[src/rtl/bus_pkg.sv]
// bus_pkg: shared response encodings, master states and default widths
package bus_pkg;
    localparam int BUS_DATA_W = 32;
    localparam int BUS_ADDR_W = 12;
    localparam int BUS_SLV_W  = 2;
    typedef enum logic [1:0] {
        RESP_OKAY  = 2'b00,
        RESP_ERROR = 2'b01,
        RESP_RETRY = 2'b10,
        RESP_SPLIT = 2'b11
    } resp_e;
    typedef enum logic [2:0] {IDLE, REQ, ADDR, DATA, DONE} state_e;
endpackage

[src/rtl/bus_master_burst_if.sv]
// bus_master_burst_if: arbitrated bus between the burst master and the arbiter/slave side
interface bus_master_burst_if
    import bus_pkg::*;
#(
    parameter int DATA_W = BUS_DATA_W,
    parameter int ADDR_W = BUS_ADDR_W,
    parameter int SLV_W  = BUS_SLV_W
);
    logic              HGRANT;
    logic              HREADY;
    logic [1:0]        HRESP;
    logic [DATA_W-1:0] HRDATA;
    logic              HREQ;
    logic              HLOCK;
    logic [SLV_W-1:0]  HSEL;
    logic [ADDR_W-1:0] HADDR;
    logic              HWRITE;
    logic [DATA_W-1:0] HWDATA;
    modport master (input HGRANT, HREADY, HRESP, HRDATA, output HREQ, HLOCK, HSEL, HADDR, HWRITE, HWDATA);
    modport slave (output HGRANT, HREADY, HRESP, HRDATA, input HREQ, HLOCK, HSEL, HADDR, HWRITE, HWDATA);
endinterface

[src/rtl/bus_beat_ctr.sv]
// bus_beat_ctr: beat index and wrapping byte address for one burst
module bus_beat_ctr #(
    parameter int ADDR_W = 12,
    parameter int LEN_W  = 4,
    parameter int STEP   = 4
) (
    input  logic              clk,
    input  logic              rst_n,
    input  logic              load,
    input  logic              inc,
    input  logic [ADDR_W-1:0] start_addr,
    input  logic [LEN_W-1:0]  len,
    output logic [ADDR_W-1:0] addr,
    output logic              last
);
    logic [LEN_W-1:0] beat_q;
    logic [LEN_W-1:0] len_q;
    always_ff @(posedge clk or negedge rst_n)
        if (!rst_n) begin
            addr   <= '0;
            beat_q <= '0;
            len_q  <= '0;
        end else if (load) begin
            addr   <= start_addr;
            beat_q <= '0;
            len_q  <= len;
        end else if (inc) begin
            addr   <= addr + ADDR_W'(STEP);
            beat_q <= beat_q + LEN_W'(1);
        end
    assign last = beat_q == len_q;
endmodule

[src/rtl/bus_master_burst.sv]
// bus_master_burst: burst bus master with arbitration, wait states,
// retry/split replay of the current beat and abort on error or retry exhaustion
module bus_master_burst
    import bus_pkg::*;
#(
    parameter int DATA_W    = BUS_DATA_W,
    parameter int ADDR_W    = BUS_ADDR_W,
    parameter int SLV_W     = BUS_SLV_W,
    parameter int LEN_W     = 4,
    parameter int MAX_RETRY = 3
) (
    input  logic              CLK,
    input  logic              RST,
    input  logic              U_REQ,
    input  logic              U_LOCK,
    input  logic              U_WRITE,
    input  logic [ADDR_W-1:0] U_ADDR,
    input  logic [DATA_W-1:0] U_WDATA,
    input  logic [SLV_W-1:0]  U_SLAVE,
    input  logic [LEN_W-1:0]  U_LEN,
    output logic              U_WREADY,
    output logic [DATA_W-1:0] U_RDATA,
    output logic              U_RVALID,
    output logic              U_BUSY,
    output logic              U_DONE,
    output logic              U_ERR,
    bus_master_burst_if.master bus
);
    localparam int RTY_W = $clog2(MAX_RETRY + 1);
    state_e            state_q, state_d;
    logic              lock_q, write_q, err_q, held_q;
    logic [SLV_W-1:0]  slave_q;
    logic [RTY_W-1:0]  retry_q;
    logic [ADDR_W-1:0] addr;
    logic              last, load, inc, resp_v, beat_ok, beat_rty, beat_err, phase;
    assign resp_v   = state_q == DATA && bus.HREADY;
    assign beat_ok  = resp_v && bus.HRESP == RESP_OKAY;
    assign beat_rty = resp_v && bus.HRESP[1];
    assign beat_err = resp_v && bus.HRESP == RESP_ERROR || beat_rty && retry_q == RTY_W'(MAX_RETRY - 1);
    assign load     = state_q == IDLE && U_REQ;
    assign inc      = beat_ok && !last;
    bus_beat_ctr #(.ADDR_W(ADDR_W), .LEN_W(LEN_W), .STEP(DATA_W / 8)) u_ctr (
        .clk(CLK), .rst_n(RST), .load(load), .inc(inc),
        .start_addr(U_ADDR), .len(U_LEN), .addr(addr), .last(last)
    );
    always_comb begin
        state_d = state_q;
        case (state_q)
            IDLE:    state_d = U_REQ ? REQ : IDLE;
            REQ:     state_d = bus.HGRANT ? ADDR : REQ;
            ADDR:    state_d = DATA;
            DATA:    state_d = beat_err || beat_ok && last ? DONE :
                               beat_ok && bus.HGRANT ? ADDR :
                               beat_ok || beat_rty ? REQ : DATA;
            default: state_d = IDLE;
        endcase
    end
    // a replayed write beat keeps the held HWDATA, so only the first ADDR of a beat consumes user data
    always_ff @(posedge CLK or negedge RST)
        if (!RST) begin
            state_q    <= IDLE;
            lock_q     <= 1'b0;
            write_q    <= 1'b0;
            slave_q    <= '0;
            err_q      <= 1'b0;
            held_q     <= 1'b0;
            retry_q    <= '0;
            bus.HWDATA <= '0;
            U_RDATA    <= '0;
            U_RVALID   <= 1'b0;
        end else begin
            state_q  <= state_d;
            U_RVALID <= beat_ok && !write_q;
            if (load) begin
                lock_q  <= U_LOCK;
                write_q <= U_WRITE;
                slave_q <= U_SLAVE;
                err_q   <= 1'b0;
                held_q  <= 1'b0;
                retry_q <= '0;
            end
            if (U_WREADY) begin
                bus.HWDATA <= U_WDATA;
                held_q     <= 1'b1;
            end
            if (beat_ok && !write_q) U_RDATA <= bus.HRDATA;
            if (inc) begin
                held_q  <= 1'b0;
                retry_q <= '0;
            end
            if (beat_rty) retry_q <= retry_q + RTY_W'(1);
            if (beat_err) err_q <= 1'b1;
        end
    assign phase      = state_q == ADDR || state_q == DATA;
    assign U_WREADY   = state_q == ADDR && write_q && !held_q;
    assign U_BUSY     = state_q != IDLE;
    assign U_DONE     = state_q == DONE;
    assign U_ERR      = U_DONE && err_q;
    assign bus.HREQ   = state_q == REQ || phase;
    assign bus.HLOCK  = bus.HREQ && lock_q;
    assign bus.HADDR  = phase ? addr : '0;
    assign bus.HSEL   = phase ? slave_q : '0;
    assign bus.HWRITE = phase && write_q;
endmodule

[src/flat_wrapper.sv]
// flat-port wrapper written by rule: the top's interface ports become plain ports
module bus_master_burst_flat import bus_pkg::*;
#(
    parameter int DATA_W    = BUS_DATA_W,
    parameter int ADDR_W    = BUS_ADDR_W,
    parameter int SLV_W     = BUS_SLV_W,
    parameter int LEN_W     = 4,
    parameter int MAX_RETRY = 3
)
  (CLK, RST, U_REQ, U_LOCK, U_WRITE, U_ADDR, U_WDATA, U_SLAVE, U_LEN, U_WREADY, U_RDATA, U_RVALID, U_BUSY, U_DONE, U_ERR, bus_HGRANT, bus_HREADY, bus_HRESP, bus_HRDATA, bus_HREQ, bus_HLOCK, bus_HSEL, bus_HADDR, bus_HWRITE, bus_HWDATA);
  bus_master_burst_if #(.DATA_W(DATA_W), .ADDR_W(ADDR_W), .SLV_W(SLV_W)) bus_i ();
  input  logic CLK;
  input  logic RST;
  input  logic U_REQ;
  input  logic U_LOCK;
  input  logic U_WRITE;
  input  logic [ADDR_W-1:0] U_ADDR;
  input  logic [DATA_W-1:0] U_WDATA;
  input  logic [SLV_W-1:0] U_SLAVE;
  input  logic [LEN_W-1:0] U_LEN;
  output logic U_WREADY;
  output logic [DATA_W-1:0] U_RDATA;
  output logic U_RVALID;
  output logic U_BUSY;
  output logic U_DONE;
  output logic U_ERR;
  input wire logic [$bits(bus_i.HGRANT)-1:0] bus_HGRANT;
  input wire logic [$bits(bus_i.HREADY)-1:0] bus_HREADY;
  input wire logic [$bits(bus_i.HRESP)-1:0] bus_HRESP;
  input wire logic [$bits(bus_i.HRDATA)-1:0] bus_HRDATA;
  output wire logic [$bits(bus_i.HREQ)-1:0] bus_HREQ;
  output wire logic [$bits(bus_i.HLOCK)-1:0] bus_HLOCK;
  output wire logic [$bits(bus_i.HSEL)-1:0] bus_HSEL;
  output wire logic [$bits(bus_i.HADDR)-1:0] bus_HADDR;
  output wire logic [$bits(bus_i.HWRITE)-1:0] bus_HWRITE;
  output wire logic [$bits(bus_i.HWDATA)-1:0] bus_HWDATA;
  assign bus_i.HGRANT = bus_HGRANT;
  assign bus_i.HREADY = bus_HREADY;
  assign bus_i.HRESP = bus_HRESP;
  assign bus_i.HRDATA = bus_HRDATA;
  assign bus_HREQ = bus_i.HREQ;
  assign bus_HLOCK = bus_i.HLOCK;
  assign bus_HSEL = bus_i.HSEL;
  assign bus_HADDR = bus_i.HADDR;
  assign bus_HWRITE = bus_i.HWRITE;
  assign bus_HWDATA = bus_i.HWDATA;
  bus_master_burst #(.DATA_W(DATA_W), .ADDR_W(ADDR_W), .SLV_W(SLV_W), .LEN_W(LEN_W), .MAX_RETRY(MAX_RETRY)) u_core (.CLK(CLK), .RST(RST), .U_REQ(U_REQ), .U_LOCK(U_LOCK), .U_WRITE(U_WRITE), .U_ADDR(U_ADDR), .U_WDATA(U_WDATA), .U_SLAVE(U_SLAVE), .U_LEN(U_LEN), .U_WREADY(U_WREADY), .U_RDATA(U_RDATA), .U_RVALID(U_RVALID), .U_BUSY(U_BUSY), .U_DONE(U_DONE), .U_ERR(U_ERR), .bus(bus_i));
endmodule
[config.mk]
export PLATFORM = sky130hd
export DESIGN_NAME = bus_master_burst_flat
export DESIGN_NICKNAME = d
export VERILOG_FILES = /design/src/rtl/bus_pkg.sv /design/src/rtl/bus_master_burst_if.sv /design/src/rtl/bus_beat_ctr.sv /design/src/rtl/bus_master_burst.sv /design/src/flat_wrapper.sv
export SDC_FILE = /design/constraint.sdc
export NUM_CORES = 1
export LEC_CHECK = 0
export CAP_MARGIN = 20
export CORE_MARGIN = 2
export CORE_UTILIZATION = 38
export CTS_CLUSTER_DIAMETER = 120
export DETAILED_ROUTE_END_ITERATION = 10
export GPL_ROUTABILITY_DRIVEN = 0
export GPL_TIMING_DRIVEN = 0
export PLACE_DENSITY = 0.82
export SLEW_MARGIN = 25
export SYNTH_ARGS = -nofsm -noshare
export SYNTH_HDL_FRONTEND = slang
export SYNTH_SLANG_ARGS = --single-unit
[constraint.sdc]
create_clock -name CLK -period 2 [get_ports CLK]
set_input_delay 0.3 -clock CLK [delete_from_list [all_inputs] [get_ports CLK]]
set_output_delay 0.3 -clock CLK [all_outputs]
set_load 0.01 [all_outputs]
Word-level counts from Yosys, hierarchy flattened
Index checks and enable logic that the tools add are counted.
{ "totals": {"mem_bits_ro": 0, "latch_bits": 0, "wordCells": 72, "output_inout_bits": 86, "regBits": 96, "n_memories": 0, "mem_bits_rw": 0, "inputBits": 91} }
{ "classes": {"eq_ne": 7, "reduce_logical": 30, "n_addsub": 3, "n_lt_le_gt_ge": 0, "n_bitwise": 0, "shifts": 0, "mul": 0, "n_div": 0, "mux": 19} }
{ "ops": {"columns": ["cell", "n"], "rows": [
  ["$mux 12", 3],
  ["$logic_and 1x1->1", 15],
  ["$add 12x3->12 const B", 1],
  ["$mux 2", 6],
  ["$pmux 3 s4", 1],
  ["$reduce_bool 3->1", 3],
  ["$mux 4", 2],
  ["$eq 3x2->1 const B", 2],
  ["$mux 3", 2],
  ["$logic_or 1x1->1", 5],
  ["$mux 1", 5],
  ["$add 4x1->4 const B", 1],
  ["$eq 4x4->1", 1],
  ["$reduce_bool 2->1", 2],
  ["$eq 3x1->1 const B", 1],
  ["$eq 3x3->1 const B", 1],
  ["$logic_not 1->1", 3],
  ["$logic_not 3->1", 1],
  ["$add 2x1->2 const B", 1],
  ["$eq 2x1->1 const B", 1],
  ["$eq 2x2->1 const B", 1],
  ["$logic_not 2->1", 1]
]} }

Depth between registers and ports, before layout
{ "logic_depth": {"ltp_word": 8, "mapped_depth": 7, "depth_no_buf": 5} }

By module
From an unflattened synthesis, not the netlist that was laid out.
{ "unflattened": {"hier_cells": 315, "area_unflattened_um2": 4421.7} }
{ "by_module_without_submodules": {"columns": ["mod", "cells_per_inst", "n_inst", "area_per_inst_um2", "seq_area_each_um2"], "rows": [
  ["bus_master_burst", 216, 1, 3394.5, 1901.8],
  ["bus_beat_ctr", 99, 1, 1027.2, 500.5]
]} }

Least setup slack after synthesis
Ideal clock, no wire load.
{ "synth_path": {"path_type": "reg-to-reg", "from": "register u_core.state_q[2]", "to": "register u_core.U_RDATA[10]", "setup_slack_ps": 142, "arrival_ps": 1733, "synth_period_minus_slack_ps": 1858, "setup_time_ps": 125, "path_stages_with_launch": 7, "path_buffers": 2, "cell_sequence": "dfrtp_1 -> nand4b_4 -> or3_1 -> buf_6 -> nor2_4 -> buf_4 -> mux2_2"} }
{ "synth_via": {"elab_chain_len": 4} }
{ "synth_lines": {"columns": ["item", "line_no", "rtl"], "rows": [
  ["start: declaration", "bus_master_burst.sv:30", "state_e state_q, state_d;"],
  ["start signal: assignment", "bus_master_burst.sv:72", "state_q <= state_d;"],
  ["$eq 3x2->1", "bus_master_burst.sv:36", "assign resp_v = state_q == DATA && bus.HREADY;"],
  ["$logic_and 1x1->1", "bus_master_burst.sv:36", null],
  ["$logic_and 1x1->1", "bus_master_burst.sv:37", "assign beat_ok = resp_v && bus.HRESP == RESP_OKAY;"],
  ["$logic_and 1x1->1", "bus_master_burst.sv:86", "if (beat_ok && !write_q) U_RDATA <= bus.HRDATA;"],
  ["end signal: assignment", "bus_master_burst.sv:86", null],
  ["end: declaration", "bus_master_burst.sv:22", "output logic [DATA_W-1:0] U_RDATA,"]
]} }
No other way between the ends.
A chain may end at the register's enable or synchronous reset.

Worst setup path in the final report
{ "layout_path": {"from": "register u_core.state_q[2]", "to": "register u_core.U_RDATA[14]"} }
Same word-level chain as after synthesis.

==> results.yml <==
route:
  ant_nets: 0
  wl_per_cell_um: 16.8
  finalWirelength_um: 11500
  detail_route.iter0.violations: 83
  vias: 3376
  route.detailed.drc: 0
  drt-pass1-iter-count: 4
  route.detailed.vias_per_inst: 4.92
clock_network:
  maximum_count_of_clock_buffers_along_a_single_path: 2
  clockRootBuffer: "clkbuf_8"
  htreeDepth: 3
  cts_inserted_buffers: 9
  cts.reportedPaths.clkPinSlew_ns: 0.10
  clock-sinks: 96
  cts_tree: "yes"
  insertion_delay_ns: 0.35
sta:
  slew_headroom: 0.657
  max_freq_mhz: 490
  clock_skew_ns: 0.0111
  final.period_utilization: 1.02
  timing.final.ws_setup_ns: -0.0428
  final_report_hold_violation_count: 0
  finalHoldWorstSlack_ns: 0.429
  worstMarginPinSlew_ns: 0.514
  setup_viol_count_final: 26
  finalCriticalPeriod_ns: 2.04
  rsz_0062_raised_after_global_routing: "yes"
  slew_viol_final: 0
final_layout:
  fin_util: 0.628
  area.growth.synth_to_final_pct: 62.3
  filler_cell_count: 880
  nets: 635
  n_antenna_cell: 0
  finish.cell_count_without_fillers: 686
  layout-drive-gt1-share: 0.251
floorplan:
  dieArea_um2: 11800
  pin_count: 177
  die_x_um: 109
  die_outline_height_um: 109
  coreArea_um2: 10700
  initial_utilization: 0.387
  rows: 38
synthesis:
  synth.most_common_cell: "dfrtp_1"
  netlist_area_um2: 4150
  asyncSetResetFlopFracSynth: 1.00
  synth.ff_latch_count: 96
  synth-edff-count: 0
  synth_top_cells_by_count: "96 x dfrtp_1, 63 x mux2_2, 47 x nand2_1, 17 x and2_1, 13 x nor2_1"
  yosysSeqAreaShare: 0.578
  yosysUniqueCellTypes: 42
  dominantRegCellSynth: "dfrtp_1"
  synth_top_cell_area_share: 0.578
  synth_area_leaders: "dfrtp_1 58%, mux2_2 17%, nand2_1 4.2%"
  synthesis.area_per_instance_um2: 12.5
  ys.warnings.count: 0
  netlist_instances: 332
  synthDominantAreaCellType: "dfrtp_1"
  synth.net_count: 426
pwr:
  power-per-cell-area_nw_per_um2: 1390
  ir_drop_mv: 0.864
  power_leakage_nw: 3.04
grt:
  grt_first_pass_wirelength_um: 18300
  grt_pass1_vias: 3686
  grt_remaining_overflow: 0
  groute.usage.overall: 0.201
  grt_start_max_net_pins: 53
  initial_antenna_violation_count: 0
placed_design:
  place.port_buffers: 176
  dp_cells: 649
  detailed_place_hpwl_um: 8050
run_status:
  outcome: "finished, violations left"
  violated_checks: "setup timing"
setup_path:
  max_stage_delay_ns: 0.48
  slowest_stage: "dfrtp_2"
  critPathBufInv: 3
  cp_top_family: "simple AND/OR/NAND/NOR gates"
  cp_cell_sequence: "nand4b_4 -> or3_4 -> buf_12 -> nor2_4 -> buf_12 -> buf_8 -> mux2_4"
  nature_of_the_critical_path_startpoint: "register"
  critical_path_arrival_ns: 2.28
  most_frequent_cell_on_critical_path: "buf_12"
  endpoint_kind: "register"
  reg2reg_from: "u_core.state_q[2]"
  source_of_the_critical_timing_path: "u_core.state_q[2]"
  worst-setup-path-type: "reg -> reg"
  crit_fanout: 5
  required_ns: 2.24
worst_hold_path:
  min-delay-path-class: "in -> async"
job:
  max_cap_violations: 0
## report_power, final
part	internal (mW)	switching [mW]	total [mW]	leakage, nW
registers	2.84	0.582	3.43	1.19
clock network	0.733	0.672	1.40	0.112
logic	2.73	1.81	4.54	1.74
## path summary, 6_finish.rpt
kind	endpoint	slack (ns)	depth (start not counted)
worst max-delay path	u_core.U_RDATA[14]	-0.04	7
worst max register to register	u_core.U_RDATA[14]	-0.04	7
worst min register to register	u_core.u_ctr.addr[1]	0.49	2
min in group CLK	u_core.u_ctr.addr[0]	0.46	3
worst min-delay path	u_core.u_ctr.addr[6]	0.43	2
max in group asynchronous	u_core.bus.HWDATA[7]	0.96	3
## cells by family (layout without fill, tap and decap cells)
| kind of cell | after synthesis | after routing | share of synthesized area |
|---|---|---|---|
| compound gates | 24 | 24 | 0.0358 |
| flops | 96 | 96 | 0.578 |
| fa+ha+maj | 3 | 3 | 0.00904 |
| buf+inv | 24 | 238 | 0.0331 |
| mux | 66 | 66 | 0.178 |
| simple gates | 108 | 108 | 0.142 |
| xor+xnor | 11 | 11 | 0.0232 |
## metal layers
metal | GRT usage | share of wire | wire (µm) | up-vias
li1 | - | - | - | 1557
met1 | 0.238 | 0.38 | 4380 | 1662
met2 | 0.344 | 0.53 | 6070 | 139
met3 | 0.0542 | 0.077 | 894 | 18
met4 | 0.0824 | 0.018 | 204 | 0
met5 | 0 | 0 | 0 | -
## timing repair
action                     4_1_cts  5_1_grt
setup endpoints to repair       83       67
hold endpoints to repair        44        0
pin swaps                        3       10
gates resized for setup         91       11
buffers inserted                14        6
cloned                           3        0
hold buffers                     1        0
## state kept, by name (all words and copies together) (netlist names)
signal and flops:
u_core.U_RDATA 32, u_core.U_RVALID 1, u_core.bus.HWDATA 32, u_core.err_q 1, u_core.held_q 1, u_core.lock_q 1
u_core.retry_q 2, u_core.slave_q 2, u_core.state_q 3, u_core.u_ctr.addr 12, u_core.u_ctr.beat_q 4, u_core.u_ctr.len_q 4
u_core.write_q 1
## through the flow
stage / area, µm² / setup slack [ns] / total power, mW / setup TNS [ns]
final: 6740 / -0.0428 / 9.37 / -0.800
after global routing: 6740 / -0.0876 / 9.95 / -2.06
after CTS: 6710 / -0.102 / 9.37 / -2.79
after detailed placement: 6120 / -0.706 / 7.60 / -29.97
after global placement: 6090 / -2.86 / 7.42 / -297.33
after floorplan: 4150 / 0.142 / 5.30 / 0
## cells in the final DEF (no fill, tap or decap), types with 4 or more instances in the layout
| cell type | instances |
|---|---|
| clkbuf_1 | 4 |
| nand4_1 | 4 |
| clkdlybuf4s50_1 | 155 |
| and2_1 | 17 |
| buf_6 | 11 |
| o21ai_0 | 5 |
| dfrtp_1 | 95 |
| o22ai_1 | 4 |
| buf_4 | 16 |
| nand2_1 | 46 |
| xnor2_1 | 7 |
| xor2_1 | 4 |
| dlygate4sd2_1 | 13 |
| nand3_1 | 7 |
| mux2_4 | 32 |
| mux2_2 | 32 |
| clkbuf_8 | 11 |
| inv_1 | 8 |
| nor2_1 | 12 |
## layout make-up
class | instances | area [µm²] | area share
tap | 140 | 175 | 0.0260
multi-input combinational | 212 | 1800 | 0.266
clock inverter | 6 | 82.6 | 0.0122
clock buffer | 10 | 138 | 0.0204
inverter | 8 | 30.0 | 0.00445
sequential | 96 | 2400 | 0.356
timing repair buffer | 199 | 1970 | 0.292
buffer | 15 | 150 | 0.0223
Power figures use the tool's default switching activity.
